`src/rtl/alu_issue_ctrl.sv`:
```
// rtl/alu_issue_ctrl.sv - issue controller for the 16-bit datapath ALU
// Decodes compact requests into one-hot ALU opcodes and returns masked, captured results.
module alu_issue_ctrl #(
  parameter int DATA_W = 16,
  parameter int CNT_W  = 8
) (
  input  logic              clk,
  input  logic              rst,
  input  logic              req_valid,
  output logic              req_ready,
  input  logic [2:0]        req_func,
  input  logic [DATA_W-1:0] req_a,
  input  logic [DATA_W-1:0] req_b,
  output logic [DATA_W-1:0] alu_data_i,
  output logic [DATA_W-1:0] alu_data_j,
  output logic [6:0]        alu_op,
  input  logic [DATA_W-1:0] alu_result,
  input  logic              alu_eq,
  output logic              rsp_valid,
  input  logic              rsp_ready,
  output logic [DATA_W-1:0] rsp_result,
  output logic              rsp_eq,
  output logic              rsp_err,
  output logic [CNT_W-1:0]  ops_done,
  output logic [CNT_W-1:0]  err_cnt
);

  typedef enum logic [1:0] {IDLE, EXEC, RESP} state_t;

  localparam logic [6:0] OP_CMP = 7'b1000111;

  function automatic logic [6:0] decode(input logic [2:0] f);
    case (f)
      3'd0:    decode = 7'b0000001;
      3'd1:    decode = 7'b0000010;
      3'd2:    decode = 7'b0000100;
      3'd3:    decode = 7'b0001000;
      3'd4:    decode = 7'b0010000;
      3'd5:    decode = 7'b0100000;
      3'd6:    decode = OP_CMP;
      default: decode = 7'b0000000;
    endcase
  endfunction

  state_t            state_q, state_d;
  logic              req_ready_q, req_ready_d;
  logic [6:0]        alu_op_q, alu_op_d;
  logic [DATA_W-1:0] data_i_q, data_i_d;
  logic [DATA_W-1:0] data_j_q, data_j_d;
  logic              rsp_valid_q, rsp_valid_d;
  logic [DATA_W-1:0] rsp_result_q, rsp_result_d;
  logic              rsp_eq_q, rsp_eq_d;
  logic              rsp_err_q, rsp_err_d;
  logic [CNT_W-1:0]  ops_done_q, ops_done_d;
  logic [CNT_W-1:0]  err_cnt_q, err_cnt_d;

  always_comb begin
    state_d      = state_q;
    req_ready_d  = req_ready_q;
    alu_op_d     = alu_op_q;
    data_i_d     = data_i_q;
    data_j_d     = data_j_q;
    rsp_valid_d  = rsp_valid_q;
    rsp_result_d = rsp_result_q;
    rsp_eq_d     = rsp_eq_q;
    rsp_err_d    = rsp_err_q;
    ops_done_d   = ops_done_q;
    err_cnt_d    = err_cnt_q;
    case (state_q)
      IDLE: begin
        if (req_valid) begin
          data_i_d    = req_a;
          data_j_d    = req_b;
          alu_op_d    = decode(req_func);
          req_ready_d = 1'b0;
          state_d     = EXEC;
        end
      end
      EXEC: begin
        // The ALU leaves result undriven on CMP and eq undriven otherwise, so mask both.
        rsp_result_d = '0;
        rsp_eq_d     = 1'b0;
        rsp_err_d    = 1'b0;
        if (alu_op_q == OP_CMP)
          rsp_eq_d = alu_eq;
        else if (alu_op_q == 7'b0000000)
          rsp_err_d = 1'b1;
        else
          rsp_result_d = alu_result;
        alu_op_d    = 7'b0000000;
        rsp_valid_d = 1'b1;
        state_d     = RESP;
      end
      RESP: begin
        if (rsp_ready) begin
          ops_done_d  = ops_done_q + CNT_W'(1);
          err_cnt_d   = err_cnt_q + CNT_W'(rsp_err_q);
          rsp_valid_d = 1'b0;
          req_ready_d = 1'b1;
          state_d     = IDLE;
        end
      end
      default: begin
        state_d     = IDLE;
        req_ready_d = 1'b1;
        rsp_valid_d = 1'b0;
        alu_op_d    = 7'b0000000;
      end
    endcase
  end

  always_ff @(posedge clk) begin
    if (rst) begin
      state_q      <= IDLE;
      req_ready_q  <= 1'b1;
      alu_op_q     <= '0;
      data_i_q     <= '0;
      data_j_q     <= '0;
      rsp_valid_q  <= 1'b0;
      rsp_result_q <= '0;
      rsp_eq_q     <= 1'b0;
      rsp_err_q    <= 1'b0;
      ops_done_q   <= '0;
      err_cnt_q    <= '0;
    end else begin
      state_q      <= state_d;
      req_ready_q  <= req_ready_d;
      alu_op_q     <= alu_op_d;
      data_i_q     <= data_i_d;
      data_j_q     <= data_j_d;
      rsp_valid_q  <= rsp_valid_d;
      rsp_result_q <= rsp_result_d;
      rsp_eq_q     <= rsp_eq_d;
      rsp_err_q    <= rsp_err_d;
      ops_done_q   <= ops_done_d;
      err_cnt_q    <= err_cnt_d;
    end
  end

  assign req_ready  = req_ready_q;
  assign alu_op     = alu_op_q;
  assign alu_data_i = data_i_q;
  assign alu_data_j = data_j_q;
  assign rsp_valid  = rsp_valid_q;
  assign rsp_result = rsp_result_q;
  assign rsp_eq     = rsp_eq_q;
  assign rsp_err    = rsp_err_q;
  assign ops_done   = ops_done_q;
  assign err_cnt    = err_cnt_q;

endmodule

```
`config.mk`:
```
export PLATFORM = sky130hd
export DESIGN_NAME = alu_issue_ctrl
export DESIGN_NICKNAME = d
export VERILOG_FILES = /design/src/rtl/alu_issue_ctrl.sv
export SDC_FILE = /design/constraint.sdc
export NUM_CORES = 1
export LEC_CHECK = 0
export CAP_MARGIN = 20
export CELL_PAD_IN_SITES_DETAIL_PLACEMENT = 2
export CELL_PAD_IN_SITES_GLOBAL_PLACEMENT = 2
export CORE_MARGIN = 4
export CORE_UTILIZATION = 25
export DETAILED_ROUTE_END_ITERATION = 10
export DONT_BUFFER_PORTS = 1
export GPL_ROUTABILITY_DRIVEN = 0
export HOLD_SLACK_MARGIN = 0.05
export PLACE_DENSITY = 0.61
export SKIP_LAST_GASP = 1
export SLEW_MARGIN = 0
export SYNTH_ARGS = -nofsm -noshare
export SYNTH_HDL_FRONTEND = slang
export SYNTH_SLANG_ARGS = --single-unit
```
`constraint.sdc`:
```
create_clock -name clk -period 1.95 [get_ports clk]
set_input_delay 0.2925 -clock clk [delete_from_list [all_inputs] [get_ports clk]]
set_output_delay 0.2925 -clock clk [all_outputs]
set_load 0.05 [all_outputs]
```
* Word-level counts from Yosys, hierarchy flattened
Cells that the tools add are included.
Cells by class: add/subtract/negate cells 2, multiply operators 0, div/mod/pow operators 0, order comparisons 0, equal/unequal tests 11, shift operators 0, multiplexer cells 16, bitwise logic cells 3, reductions and logical operators 9
Operators by type and width (count):
- case mux 7 bit (7 select lines) | 1
- two-way mux 16 bit | 2
- case mux 7 bit (2 select lines) | 1
- AND reduction 2 bit | 5
- == test 3 bit (second input constant) | 3
- adder 8 x 1 -> 8 bit | 1
- adder 8 x 1 -> 8 bit (second input constant) | 1
- == test 7 bit (second input constant) | 1
- logical NOT 7 bit | 1
- two-way mux 7 bit | 1
- == test 3 x 2 -> 1 bit (second input constant) | 2
- two-way mux 1 bit | 6
- case mux 1 bit (3 select lines) | 2
- case mux 2 bit (3 select lines) | 1
- two-way mux 2 bit | 2
- != test 2 bit (second input constant) | 2
- == test 3 x 1 -> 1 bit (second input constant) | 1
- logical NOT 3 bit | 1
- inverter 1 bit | 3
- AND reduction 3 bit | 1
- == test 2 x 1 -> 1 bit (second input constant) | 1
- == test 2 bit (second input constant) | 1
- logical NOT 2 bit | 1
Storage, ports and cells: flip-flop bits (word level) 77, bits in latches 0, RAM bits 0, memory bits (read-only) 0, bits of input ports 56, output and inout port bits 75, word-level logic and storage cells 52, memories 0

* Longest topological paths before layout
Gate-level depths: netlist of the first run.
word-level depth 4, mapped depth 5

* Worst setup path before layout of the first run
No wires, ideal clock.
kind flip-flop to flip-flop, from reg err_cnt_q[0] (netlist: err_cnt[0]), to reg err_cnt_q[4] (netlist: err_cnt[4]), library setup time 0.070 ns, arrival 1.674 ns, required time 1.880 ns, setup slack 0.205 ns, cell stages (with the launch flop) 6, buffers on the path 0, period minus slack after synthesis 1.745 ns, path through dfxtp_1 > ha_1 > ha_1 > nand4b_1 > or3_1 > a21oi_1
On the way: longest elaborated chain between the ends 1
Ends and longest elaborated chain:
- from (decl) | RTL line 55 | logic [CNT_W-1:0] err_cnt_q, err_cnt_d;
- from (signal assigned) | RTL line 136 | err_cnt_q <= err_cnt_d;
- adder 8 x 1 -> 8 bit | RTL line 97 | err_cnt_d = err_cnt_q + CNT_W'(rsp_err_q);
No other way between the ends. A chain may end at the register's enable or synchronous reset.

* Worst setup path in the final report of the first run
from reg state_q[1], to reg ops_done_q[5] (netlist: ops_done[5])
On the way: longest elaborated chain between the ends 2
Ends and longest elaborated chain:
- from (decl) | RTL line 45 | state_t state_q, state_d;
- from (signal assigned) | RTL line 126 | state_q <= state_d;
- == test 2 bit | RTL line 69 | case (state_q)
- AND reduction 2 bit (no line)
- to (signal assigned) | RTL line 135 | ops_done_q <= ops_done_d;
- to (decl) | RTL line 54 | logic [CNT_W-1:0] ops_done_q, ops_done_d;
No other way between the ends.

==> flow_metrics.env, run 1 <==
export IMPL_grt_max_degree=61
export IMPL_antenna_left=0
export IMPL_synthDominantCellAreaShare_pct=52.27
export IMPL_totalWireLength_microns=9785
export IMPL_dr_pass1_iters=5
export IMPL_die_area_sq_mm=0.01360
export IMPL_layout_common_cells="dfxtp_1 (76), a21oi_1 (50), o21ai_0 (39), nand2_1 (38), buf_4 (28)"
export IMPL_nets=400
export IMPL_fillers=1268
export IMPL_fp_dieW_microns=116.6
export IMPL_via_count=2590
export IMPL_cp_arrival_ns=1.88
export IMPL_synthSimpleGateAreaFrac_pct=17.23
export IMPL_cts_setup_buffers=0
export IMPL_diodes=0
export IMPL_die_height_microns=116.6
export IMPL_period_minus_slack_ns=1.617
export IMPL_drtIter0Drc=117
export IMPL_crit_slowest_cell="or4_1"
export IMPL_htreeDepth=3
export IMPL_endpoint_kind="flip-flop"
export IMPL_yosysSeqAreaShare_pct=52.27
export IMPL_area_sequential_sq_mm=0.001543
export IMPL_hp_class="in2reg"
export IMPL_synth_compound_area_share_pct=23.00
export IMPL_viasPerCell=5.297
export IMPL_synthXorXnorAreaFrac_pct=1.188
export IMPL_placed_cell_area_sq_mm=0.003249
export IMPL_drcViolationCount=0
export IMPL_ys_seq_elements=77
export IMPL_worst_ir_drop_vdd_uv=412.0
export IMPL_synthTopCellsByArea="dfxtp_1 (52%), a21oi_1 (8.5%), o21ai_0 (6.6%)"
export IMPL_yosysTopAreaCell="dfxtp_1"
export IMPL_p_leak_uw=0.001341
export IMPL_skew_ns=0.006788
export IMPL_synth_area_sq_mm=0.002949
export IMPL_synth_distinct_cells=34
export IMPL_ys_warn_count=0
export IMPL_critPathLaunchType="flip-flop"
export IMPL_grt_pass1_wl_microns=15550
export IMPL_final_common_cell="dfxtp_1"
export IMPL_drive_gt1_share_pct=15.03
export IMPL_num_rows=39
export IMPL_synth_top_family_by_area="compound AO/OA/AOI/OAI gates"
export IMPL_cts_made_buffers=9
export IMPL_final_setup_tns_ns=0
export IMPL_clkLatencyLatePin_ns=0.34
export IMPL_multiInputGateArea_sq_mm=0.001289
export IMPL_path_cells="nand3b_4 -> or4_1 -> a21oi_1"
export IMPL_maxCapViolCount=0
export IMPL_path_buf_inv=0
export IMPL_p_per_area_mw_per_mm2=1131
export IMPL_grt_pass1_vias=2853
export IMPL_syn_inst=322
export IMPL_dp_slack_ns=0.1077
export IMPL_track_usage_pct=15.03
export IMPL_core_sq_mm=0.01147
export IMPL_synth_nets=381
export IMPL_hpwlAfterDp_microns=6571
export IMPL_grt_ovfl_total=0
export IMPL_fin_area_sq_mm=0.003651
export IMPL_hold_violations=0
export IMPL_synth_mux_area_share_pct=1.018
export IMPL_finalMaxSlewViolations=0
export IMPL_synth_fa_ha_area_share_pct=1.273
export IMPL_post_drt_wl_per_cell_microns=20.01
export IMPL_rsz0062_at_grt="no"
export IMPL_fin_ws_ns=0.3328
export IMPL_grt_antenna_before_repair=0
export IMPL_clk_path_buf_depth=2
export IMPL_syn_area_per_cell_sq_um=9.159
export IMPL_crit_family="simple AND/OR/NAND/NOR gates"
export IMPL_io_buffers=0
export IMPL_syn_to_final_growth_pct=23.80
export IMPL_cts_num_sinks=77
export IMPL_cts_root_buf="clkbuf_16"
export IMPL_relSlewSlack_pct=54.69
export IMPL_cp_max_fo=16
export IMPL_fmax_mhz=618.4
export IMPL_cp_required_ns=2.22
export IMPL_clk_pin_slew_ns=0.06
export IMPL_setup_viol=0
export IMPL_initial_core_util_pct=25.72
export IMPL_ios=131
export IMPL_cts_tree="built"
export IMPL_tightest_slew_ns=0.6796
export IMPL_timing_final_crit_share_pct=82.93
export IMPL_slowest_delay_ns=0.57
export IMPL_status="completed"
export IMPL_path_class="reg2reg"
==> stage by stage <==
stage	power, uW	cells	utilization, %	hold WS [ns]
2_1_floorplan	2105	322	-	0.4285
3_3_place_gp	2163	469	28.34	0.3671
3_5_place_dp	2178	469	28.34	0.3702
4_1_cts	4206	487	31.71	0.06843
5_1_grt	4321	489	31.84	0.07211
6_report	4129	489	31.84	0.08692
==> registers in the layout, summed over array words and instances, names as in the netlist <==
| signal | count |
|---|---|
| alu_data_i | 16 |
| alu_data_j | 16 |
| rsp_result | 16 |
| err_cnt | 8 |
| ops_done | 8 |
| alu_op | 7 |
| state_q | 2 |
| req_ready | 1 |
| rsp_eq | 1 |
| rsp_err | 1 |
| rsp_valid | 1 |
==> worst reg2reg max path, cell delays in order (launching register included) <==
cell and delay [ns]:
dfxtp_1 0.56, nand3b_4 0.26, or4_1 0.58, a21oi_1 0.16
==> Yosys cell counts <==
| cell type | n |
|---|---|
| nor2b_1 | 3 |
| buf_4 | 2 |
| or3_1 | 6 |
| inv_1 | 1 |
| a32o_1 | 16 |
| xor2_1 | 3 |
| and4_1 | 1 |
| dfxtp_1 | 77 |
| o31ai_1 | 4 |
| a21oi_1 | 50 |
| and3b_1 | 1 |
| or4_1 | 4 |
| nor3b_1 | 1 |
| clkbuf_1 | 13 |
| nand3_1 | 9 |
| nor3_1 | 4 |
| nand2_1 | 38 |
| nor3b_4 | 1 |
| o21ai_0 | 39 |
| xnor2_1 | 1 |
| buf_6 | 1 |
| o21bai_1 | 1 |
| nor2_1 | 14 |
| ha_1 | 3 |
| buf_2 | 8 |
| nor4b_2 | 1 |
| o21ai_2 | 1 |
| nand4_1 | 5 |
| mux2i_1 | 3 |
| nor4_1 | 1 |
| nand3b_4 | 1 |
| nand4b_1 | 3 |
| nand2b_1 | 3 |
| a32oi_1 | 3 |
==> area by class of cell <==
class | count | area share, %
clock buffers | 10 | 6.546
clock inverters | 6 | 3.016
inverters | 1 | 0.1028
multi-input cells | 220 | 35.30
flip-flops and latches | 77 | 42.25
well taps | 143 | 4.901
repair buffers | 32 | 7.882
==> logic make-up (layout without fill, tap and decap cells) <==
| kind of cell | count (synthesis) | in the layout |
|---|---|---|
| DFF | 77 | 77 |
| muxes | 3 | 3 |
| and+or+nand+nor | 96 | 96 |
| adders and majority gates | 3 | 3 |
| AOI/OAI and AO/OA | 114 | 114 |
| buffers and inverters | 25 | 49 |
| xor gates and xnor gates | 4 | 4 |
==> worst paths after layout <==
check / slack (ns) / startpoint / endpoint / depth (start not counted)
setup / recovery: 0.33 / state_q[1] / ops_done[5] / 3
setup reg to reg: 0.33 / state_q[1] / ops_done[5] / 3
hold / removal: 0.09 / req_b[11] / alu_data_j[11] / 2
hold reg to reg: 0.48 / alu_data_j[0] / alu_data_j[0] / 2
==> metal layers <==
metal / share of wire (%) / global-route usage, % / vias to the layer above
met2: 49 / 24.79 / 82
met5: 0 / 0 / -
li1: - / - / 1206
met4: 2.0 / 7.034 / 0
met1: 39 / 16.39 / 1288
met3: 9.9 / 7.047 / 14
==> power by group <==
part	switching [uW]	total [uW]	internal, uW
sequential	232	1870	1640
clock	679	1960	1280
combinational	196	297	101
total	1110	4130	3020
==> what timing repair did <==
action                                 CTS  global route
hold buffers                             2             0
resized for setup                        0             0
setup endpoints to repair                0             0
endpoints found under the hold margin   60             0
Power figures use the tool's default switching activity.
==> run 2: changes to the inputs <==
--- a/config.mk
+++ b/config.mk
@@ -14,7 +14,7 @@
 export DONT_BUFFER_PORTS = 1
 export GPL_ROUTABILITY_DRIVEN = 0
 export HOLD_SLACK_MARGIN = 0.05
-export PLACE_DENSITY = 0.61
+export PLACE_DENSITY = 0.63
 export SKIP_LAST_GASP = 1
 export SLEW_MARGIN = 0
 export SYNTH_ARGS = -nofsm -noshare
==> constraint.sdc (replaced) <==
create_clock -name clk -period 1.4 [get_ports clk]
set_input_delay 0.21 -clock clk [delete_from_list [all_inputs] [get_ports clk]]
set_output_delay 0.21 -clock clk [all_outputs]
set_load 0.05 [all_outputs]
==> run 2 against run 1 <==
The run now ends with hold timing, setup timing left. Clock power rose by 25%. Largest cell class unchanged. Clock skew barely moved. Largest power group unchanged. Fmax rose by 12%. Cell area rose by 19%. Routed wire length rose by 11%. Via count rose by 9.5%. First-iteration DRC count fell by 13%. Worst hold slack got worse by 0.15 ns. Flip-flop and latch count did not move.
==> flow_metrics.env, run 2 (same netlist as run 1, synthesis figures left out) <==
export IMPL_status="finished, violations left"
export IMPL_violations="hold timing, setup timing"
export IMPL_worst_ir_drop_vdd_uv=669.6
export IMPL_swShare_pct=26.87
export IMPL_totalWireLength_microns=10820
export IMPL_cts_num_sinks=77
export IMPL_cp_required_ns=1.67
export IMPL_track_usage_pct=15.67
export IMPL_whs_ns=-0.06434
export IMPL_cts_made_buffers=9
export IMPL_pwr_share_comb_pct=14.5
export IMPL_min_from="rst"
export IMPL_viasPerCell=5.066
export IMPL_rsz0062_at_grt="yes"
export IMPL_finalMaxSlewViolations=0
export IMPL_cp_arrival_ns=1.71
export IMPL_grt_pass1_wl_microns=16170
export IMPL_fin_area_sq_mm=0.004352
export IMPL_hold_violations=60
export IMPL_place_inst=516
export IMPL_cts_tree="built"
export IMPL_placed_cell_area_sq_mm=0.003657
export IMPL_die_area_sq_mm=0.01360
export IMPL_final_common_cell="buf_4"
export IMPL_clk_path_buf_depth=2
export IMPL_antenna_left=0
export IMPL_io_buffers=0
export IMPL_fp_dieW_microns=116.6
export IMPL_clockPowerShare_pct=43.5
export IMPL_hp_class="in2reg"
export IMPL_crit_slowest_cell="or4_4"
export IMPL_drcViolationCount=0
export IMPL_cellInternalPower_uw=4123
export IMPL_path_class="reg2reg"
export IMPL_grt_max_degree=64
export IMPL_relSlewSlack_pct=63.51
export IMPL_skew_ns=0.006372
export IMPL_p_seq_share_pct=42.0
export IMPL_min_to="alu_data_i[3]"
export IMPL_worstRegToRegCells=4
export IMPL_r2r_start="state_q[0]"
export IMPL_fmax_mhz=695.1
export IMPL_drive_gt1_share_pct=34.05
export IMPL_via_count=2837
export IMPL_endpoint_kind="flip-flop"
export IMPL_cts_root_buf="clkbuf_16"
export IMPL_p_per_area_mw_per_mm2=1296
export IMPL_path_buf_inv=1
export IMPL_layout_common_cells="buf_4 (81), dfxtp_1 (57), a21oi_1 (46), o21ai_0 (38), nand2_1 (38)"
export IMPL_whs_path_depth=1
export IMPL_drtIter0Drc=102
export IMPL_switching_power_uw=1515
export IMPL_timing_final_crit_share_pct=102.8
export IMPL_nets=471
export IMPL_tightest_slew_ns=0.5466
export IMPL_core_sq_mm=0.01147
export IMPL_r2r_slack_ns=-0.04
export IMPL_cp_max_fo=8
export IMPL_hold_buffers=16
export IMPL_diodes=0
export IMPL_die_height_microns=116.6
export IMPL_grt_ovfl_total=0
export IMPL_stdcell_count=560
export IMPL_maxCapViolCount=0
export IMPL_path_cells="buf_6 -> nand3b_4 -> or4_4 -> a21oi_2"
export IMPL_dp_slack_ns=-0.2529
export IMPL_clkLatencyLatePin_ns=0.34
export IMPL_p_leak_uw=0.001705
export IMPL_fin_ws_ns=-0.03861
export IMPL_crit_start="state_q[0]"
export IMPL_post_drt_wl_per_cell_microns=19.32
export IMPL_num_rows=39
export IMPL_critPathLaunchType="flip-flop"
export IMPL_initial_core_util_pct=25.72
export IMPL_dr_pass1_iters=4
export IMPL_slowest_delay_ns=0.57
export IMPL_grt_antenna_before_repair=0
export IMPL_setup_viol=2
export IMPL_grt_pass1_vias=3041
export IMPL_clk_pin_slew_ns=0.06
export IMPL_hpwlAfterDp_microns=6985
export IMPL_fillers=1257
export IMPL_finalPower_uw=5638
export IMPL_period_minus_slack_ns=1.439
export IMPL_r2r_end="ops_done[7]"
export IMPL_crit_family="simple AND/OR/NAND/NOR gates"
export IMPL_syn_to_final_growth_pct=47.56
export IMPL_ios=131
export IMPL_htreeDepth=3
run 2: cell types whose count changed in the layout (fill, tap and decap cells not counted), moves of 15 or more:
cell           change
dlygate4sd3_1     +15
dfxtp_2           +15
dfxtp_1           -19
buf_4             +53
run 2: worst register-to-register path, cell delays in order (launching register included):
cell,delay [ns]
dfxtp_2,0.34
buf_6,0.12
nand3b_4,0.20
or4_4,0.57
a21oi_2,0.15
run 2: metrics by stage:
step	utilization, %	setup TNS, ns
2_1_floorplan	-	-0.02906
5_1_grt	37.95	-1.064
3_5_place_dp	31.89	-4.293
4_1_cts	37.01	-0.5403
6_report	37.95	-0.06171
3_3_place_gp	31.89	-2.455
run 2: worst max-delay path by stage:
stage | endpoint | slack, ns | depth (start not counted)
final | ops_done[7] | -0.04 | 4
after global routing | ops_done[7] | -0.09 | 4
after CTS | alu_data_i[6] | -0.03 | 5
after detailed placement | rsp_result[5] | -0.25 | 3
after global placement | rsp_result[13] | -0.15 | 3
after floorplan | err_cnt[4] | -0.03 | 5
run 2: timing repair:
action	CTS	global route
buffers inserted	5	6
endpoints found under the setup margin	29	48
endpoints found under the hold margin	77	61
pin swaps	4	9
gates cloned	1	0
resized for setup	9	16
run 2: routing by layer:
layer / wire (microns) / track usage (%) / vias to the layer above
li1: - / - / 1351
met1: 4135 / 17.29 / 1392
met2: 5559 / 26.47 / 85
met3: 1008 / 8.342 / 9
met4: 117 / 4.128 / 0
met5: 0 / 0 / -
run 2: area by class of cell:
cell class	instances	area [sq um]	share of cell area, %
multi-input combinational	220	1393	32.00
clock inverter	1	7.507	0.1725
clock buffer	15	319.1	7.332
inverter	1	3.754	0.08626
tap	143	178.9	4.112
sequential	77	1577	36.23
timing repair buffer	103	873.3	20.07
run 2: power by group through the flow:
stage | clock network (uW) | logic (uW) | registers (uW)
final | 2450 | 818 | 2370
after floorplan | 0 | 270 | 2660
after CTS | 2530 | 812 | 2370
after global placement | 0 | 714 | 2410
after detailed placement | 0 | 731 | 2420
after global routing | 2650 | 881 | 2380
==> run 3: changes to the inputs <==
--- a/config.mk
+++ b/config.mk
@@ -10,6 +10,7 @@
 export CELL_PAD_IN_SITES_GLOBAL_PLACEMENT = 2
 export CORE_MARGIN = 4
 export CORE_UTILIZATION = 25
+export CTS_CLUSTER_DIAMETER = 200
 export DETAILED_ROUTE_END_ITERATION = 10
 export DONT_BUFFER_PORTS = 1
 export GPL_ROUTABILITY_DRIVEN = 0
==> results of run 3 <==
The final DEF is identical to that of run 2; final timing and power are the same.
